File: src/rtl/demux_pkg.sv
// Shared types and constants for the 1-to-2 stream demultiplexer.
// Channel index type, default data width and statistics counter width.
package demux_pkg;

    localparam int DEMUX_WIDTH = 32;
    localparam int CNT_W       = 16;

    typedef logic ch_t;

    localparam ch_t CH0 = 1'b0;
    localparam ch_t CH1 = 1'b1;

endpackage

File: src/rtl/sync_fifo.sv
// Synchronous FIFO, DEPTH entries (power of two), registered head, memories cleared on reset.
// Latency: a pushed word is visible at head one cycle after the push edge; no bypass.
// Backpressure: push ignored when full, pop ignored when empty; a pop never frees space for a same-cycle push.
module sync_fifo #(
    parameter int WIDTH = 32,
    parameter int DEPTH = 2
) (
    input  logic             clk,
    input  logic             rst_n,
    input  logic             push,
    input  logic [WIDTH-1:0] push_data,
    input  logic             pop,
    output logic             full,
    output logic             empty,
    output logic [WIDTH-1:0] head
);

    localparam int AW = $clog2(DEPTH);
    localparam logic [AW:0] FULL_CNT = DEPTH[AW:0];

    logic [WIDTH-1:0] mem [DEPTH];
    logic [AW-1:0]    wr_ptr;
    logic [AW-1:0]    rd_ptr;
    logic [AW:0]      count;
    logic             push_ok;
    logic             pop_ok;

    assign full    = (count == FULL_CNT);
    assign empty   = (count == '0);
    assign head    = mem[rd_ptr];
    assign push_ok = push && !full;
    assign pop_ok  = pop && !empty;

    always_ff @(posedge clk or negedge rst_n) begin
        if (!rst_n) begin
            wr_ptr <= '0;
            rd_ptr <= '0;
            count  <= '0;
            for (int i = 0; i < DEPTH; i++) begin
                mem[i] <= '0;
            end
        end else begin
            if (push_ok) begin
                mem[wr_ptr] <= push_data;
                wr_ptr      <= wr_ptr + AW'(1);
            end
            if (pop_ok) begin
                rd_ptr <= rd_ptr + AW'(1);
            end
            case ({push_ok, pop_ok})
                2'b10:   count <= count + (AW + 1)'(1);
                2'b01:   count <= count - (AW + 1)'(1);
                default: count <= count;
            endcase
        end
    end

endmodule

File: src/rtl/stream_demux_1to2.sv
// 1-to-2 stream demux: each word steered by in_sel into a per-channel FIFO. Optional DEMUX_STATS_EN adds cnt0/cnt1.
// Latency: one cycle from input acceptance to outK_valid; one word/cycle in, one word/cycle per channel out.
// Backpressure: in_ready = !full of the selected channel only; a stalled channel never blocks the other.
module stream_demux_1to2
    import demux_pkg::*;
#(
    parameter int WIDTH = DEMUX_WIDTH,
    parameter int DEPTH = 2
) (
    input  logic             clk,
    input  logic             rst_n,
    input  logic [WIDTH-1:0] in_data,
    input  logic             in_sel,
    input  logic             in_valid,
    output logic             in_ready,
    output logic [WIDTH-1:0] out0_data,
    output logic             out0_valid,
    input  logic             out0_ready,
    output logic [WIDTH-1:0] out1_data,
    output logic             out1_valid,
    input  logic             out1_ready
`ifdef DEMUX_STATS_EN
    ,
    output logic [CNT_W-1:0] cnt0,
    output logic [CNT_W-1:0] cnt1
`endif
);

    logic full0, full1;
    logic empty0, empty1;
    logic push0, push1;
    logic pop0, pop1;

    // Only the targeted channel's fullness gates the producer.
    assign in_ready = (in_sel == CH1) ? !full1 : !full0;
    assign push0    = in_valid && in_ready && (in_sel == CH0);
    assign push1    = in_valid && in_ready && (in_sel == CH1);

    assign out0_valid = !empty0;
    assign out1_valid = !empty1;
    assign pop0       = out0_valid && out0_ready;
    assign pop1       = out1_valid && out1_ready;

    sync_fifo #(.WIDTH(WIDTH), .DEPTH(DEPTH)) u_fifo0 (
        .clk       (clk),
        .rst_n     (rst_n),
        .push      (push0),
        .push_data (in_data),
        .pop       (pop0),
        .full      (full0),
        .empty     (empty0),
        .head      (out0_data)
    );

    sync_fifo #(.WIDTH(WIDTH), .DEPTH(DEPTH)) u_fifo1 (
        .clk       (clk),
        .rst_n     (rst_n),
        .push      (push1),
        .push_data (in_data),
        .pop       (pop1),
        .full      (full1),
        .empty     (empty1),
        .head      (out1_data)
    );

`ifdef DEMUX_STATS_EN
    // Delivered-word counters wrap naturally at 16 bits.
    always_ff @(posedge clk or negedge rst_n) begin
        if (!rst_n) begin
            cnt0 <= '0;
            cnt1 <= '0;
        end else begin
            if (pop0) cnt0 <= cnt0 + CNT_W'(1);
            if (pop1) cnt1 <= cnt1 + CNT_W'(1);
        end
    end
`endif

endmodule
File: config.mk
export PLATFORM = sky130hd
export DESIGN_NAME = stream_demux_1to2
export DESIGN_NICKNAME = d
export VERILOG_FILES = /design/src/rtl/demux_pkg.sv /design/src/rtl/sync_fifo.sv /design/src/rtl/stream_demux_1to2.sv
export SDC_FILE = /design/constraint.sdc
export NUM_CORES = 1
export LEC_CHECK = 0
export BUFFER_PORTS_ARGS = -buffer_cell sky130_fd_sc_hd__buf_2
export CAP_MARGIN = 10
export CORE_MARGIN = 2
export CORE_UTILIZATION = 60
export DETAILED_ROUTE_END_ITERATION = 16
export PLACE_DENSITY = 0.85
export SLEW_MARGIN = 20
export SYNTH_ARGS = -nofsm -noshare
export SYNTH_HDL_FRONTEND = slang
export SYNTH_SLANG_ARGS = --single-unit
File: constraint.sdc
create_clock -name clk -period 4.53 [get_ports clk]
set_input_delay 0.906 -clock clk [delete_from_list [all_inputs] [get_ports clk]]
set_output_delay 0.906 -clock clk [all_outputs]
set_load 0.03 [all_outputs]
==> flow_metrics.tcl <==
set metrics [dict create \
    insertion_delay_ns 0.52 \
    globalplace.congestion 0.758 \
    synth_warnings 0 \
    reg2reg_setup_slack_ns 2.29 \
    critical_path.top_delay_family "flip-flops" \
    rsz0062_at_grt "no" \
    synth.cells.most_frequent "sky130_fd_sc_hd__mux2_2, sky130_fd_sc_hd__dfrtp_1, sky130_fd_sc_hd__buf_2, sky130_fd_sc_hd__buf_6, sky130_fd_sc_hd__xnor2_1" \
    finalWorstPathRequiredPeriod_ns 3.19 \
    min_period_over_period 0.704 \
    use_met2 0.380 \
    hpwlAfterDp_mm 7.53 \
    async_reset_ff_frac 1.00 \
    yosysMostFrequentCell "sky130_fd_sc_hd__mux2_2" \
    vias_per_cell 5.52 \
    worst_hold_path.endpoint "u_fifo0.mem[38]$_DFFE_PN0P_" \
    globalRouteOverflowTotal 0 \
    final_layout_size_suffix_gt1_frac 0.669 \
    num-nets-final 528 \
    ant_nets 0 \
    core_area_sq_um 9730 \
    final_number_of_max_transition_violations 0 \
    timing.rr.start "u_fifo0.count[0]$_DFFE_PN0P_" \
    synthesis.nets 419 \
    hold_path_startpoint "u_fifo0.mem[38]$_DFFE_PN0P_" \
    setup_viol_count_final 0 \
    syn_area_sq_um 5960 \
    critPathMaxFanout 19 \
    hold_path_class "reg2reg" \
    post_cts_buffers 0 \
    grt_pass1_wl_mm 19.3 \
    grtUsageMet1 0.293 \
    regToRegEndpoint "u_fifo0.mem[11]$_DFFE_PN0P_" \
    met3_usage 0.0610 \
    maxSlewHeadroom 0.297 \
    synth_largest_type_area_fraction 0.571 \
    max_stage_delay_ns 0.78 \
    cts.sink_count 136 \
    rows 36 \
    number_of_maximum_capacitance_violations 0 \
    clkSlewWorstSetupHoldPaths_ns 0.06 \
    ff2ff_path_depth 4 \
    setup.worst_path.start_class "flop" \
    setup_tns_ns 0 \
    timing.setup.critical_path_class "reg2out" \
    library_cell_used_as_clock_root_buffer "sky130_fd_sc_hd__clkbuf_8" \
    report.final.hold_viol_count 0 \
    timing.critical_path.to_type "primary output" \
    drt-pass1-iter-count 4 \
    cts_repair_resize_count 0 \
    synthDominantAreaCellType "sky130_fd_sc_hd__dfrtp_1" \
    drt_iter0_markers 121 \
    portBuffers 104 \
    timing.hold.worst_path_depth 1 \
    cts-buffers-inserted 17 \
    floorplan.die_area_sq_um 10700 \
    worst-endpoint-required_ns 3.62 \
    cts.htree.levels 4 \
    largest_cells_by_area_after_synthesis "sky130_fd_sc_hd__dfrtp_1, sky130_fd_sc_hd__mux2_2, sky130_fd_sc_hd__buf_6, sky130_fd_sc_hd__mux2_1, sky130_fd_sc_hd__xnor2_1" \
    top_usage_layer "met2" \
    via_count 3501 \
    timing.fmax_ghz 0.313 \
    maximum_number_of_pins_on_one_net_before_global_route_repair 70 \
    ys_types 24 \
    grt_antenna_before_repair 0 \
    route.detailed.wl_per_inst_microns 18.6 \
    grt_pass1_vias 3861 \
    die-width_microns 104 \
    worst_clock_skew_ns 0.0131 \
    critPathSlowestCell "sky130_fd_sc_hd__dfrtp_1" \
    area.growth.synth_to_final_pct 19.5 \
    syn-mean-instance-area_sq_um 15.7 \
    postPlaceCellArea_sq_um 6560 \
    synthCells 379 \
    tritoncts "built" \
    synth-edff-count 0 \
    ios 105 \
    run_status "finished, final reports clean" \
    buffering_stage_count_on_the_worst_path_with_inverters_included 2 \
    postCtsHoldBufs 0 \
    worstPathArrival_ns 2.28 \
    floorplan.initialDensity 0.613 \
    ys_ff_latch 136 \
    worst_tran_pin_value_ns 1.05 \
    drc 0 \
    synth_ff_type "sky130_fd_sc_hd__dfrtp_1" \
    yosysSeqAreaShare 0.571 \
    antenna_cells 0 \
    drt_wl_total_mm 11.8 \
    ordered_cell_list_for_the_critical_path "buf_4, mux2_2, buf_2" \
    dieHeight_microns 104 \
    final_design_area_no_fill_sq_um 7120 \
    clk_path_buf_depth 2 \
    globalRouteTotalUtil 0.230 \
]
## worst register-to-register path: cells and delay by family, from the launching register on
family	cells	cell delay, ns
buf+inv	1	0.49
flops	1	0.41
mux	1	0.29
simple gates	2	0.92
## per-layer routing
metal | wire, microns | up-vias
met5 | 0 | -
met2 | 6000 | 106
met3 | 522 | 16
met1 | 5080 | 1792
li1 | - | 1587
met4 | 179 | 0
## cells by family (layout without fill, tap and decap cells)
kind of cell             after synthesis  in the layout  share of synthesized area
multiplexers                         192            192                      0.363
adder cells (fa/ha/maj)                2              2                    0.00420
XOR/XNOR                              10             10                     0.0147
buffers and inverters                 21            143                     0.0248
AND/OR/NAND/NOR                       17             17                     0.0216
AO/OA/AOI/OAI                          1              1                   0.000839
flip-flops                           136            136                      0.571
## sequential cells by signal, indices dropped and copies added, names as in the netlist
signal,cells
u_fifo0.mem,64
u_fifo1.mem,64
u_fifo0.count,2
u_fifo1.count,2
u_fifo0.rd_ptr,1
u_fifo0.wr_ptr,1
u_fifo1.rd_ptr,1
u_fifo1.wr_ptr,1
## through the flow
stage          hold WS, ns  setup slack (ns)  instances   util
6_report             0.487              1.34        634  0.732
5_1_grt              0.513              1.26        634  0.732
4_1_cts              0.492              1.32        634  0.732
3_5_place_dp         0.477              1.67        602  0.674
3_3_place_gp         0.463              1.79        602  0.674
2_1_floorplan        0.454              2.21        379      -
## cell type report
class,count,area (sq um)
Timing Repair Buffer,111,576
Tap cell,133,166
Multi-Input combinational cell,222,2410
Clock buffer,20,435
Clock inverter,12,126
Sequential cell,136,3400
Fill cell,650,2610
## placed cells by master (no fill, tap or decap), drive strengths merged, types with 2 or more instances in the layout
| cell type | count |
|---|---|
| nand2b | 2 |
| clkbuf | 20 |
| xor2 | 4 |
| mux2 | 192 |
| or2 | 2 |
| and2 | 2 |
| dfrtp | 136 |
| bufinv | 2 |
| xnor2 | 6 |
| ha | 2 |
| buf | 111 |
| clkinvlp | 2 |
| nor2 | 3 |
| clkinv | 7 |
## worst max-delay path by stage
stage	startpoint	endpoint	slack (ns)	cells after the start
2_1_floorplan	in_sel	in_ready	2.21	2
3_3_place_gp	in_sel	u_fifo0.mem[20]$_DFFE_PN0P_	1.79	4
3_5_place_dp	in_sel	u_fifo0.mem[11]$_DFFE_PN0P_	1.67	4
4_1_cts	u_fifo1.rd_ptr$_DFFE_PN0P_	out1_data[5]	1.32	3
5_1_grt	u_fifo1.rd_ptr$_DFFE_PN0P_	out1_data[5]	1.26	3
6_report	u_fifo1.rd_ptr$_DFFE_PN0P_	out1_data[14]	1.34	3
Power is left out: the tool's default activity adds up to more than one toggle a clock period on the data nets, which glitch-free logic cannot reach.
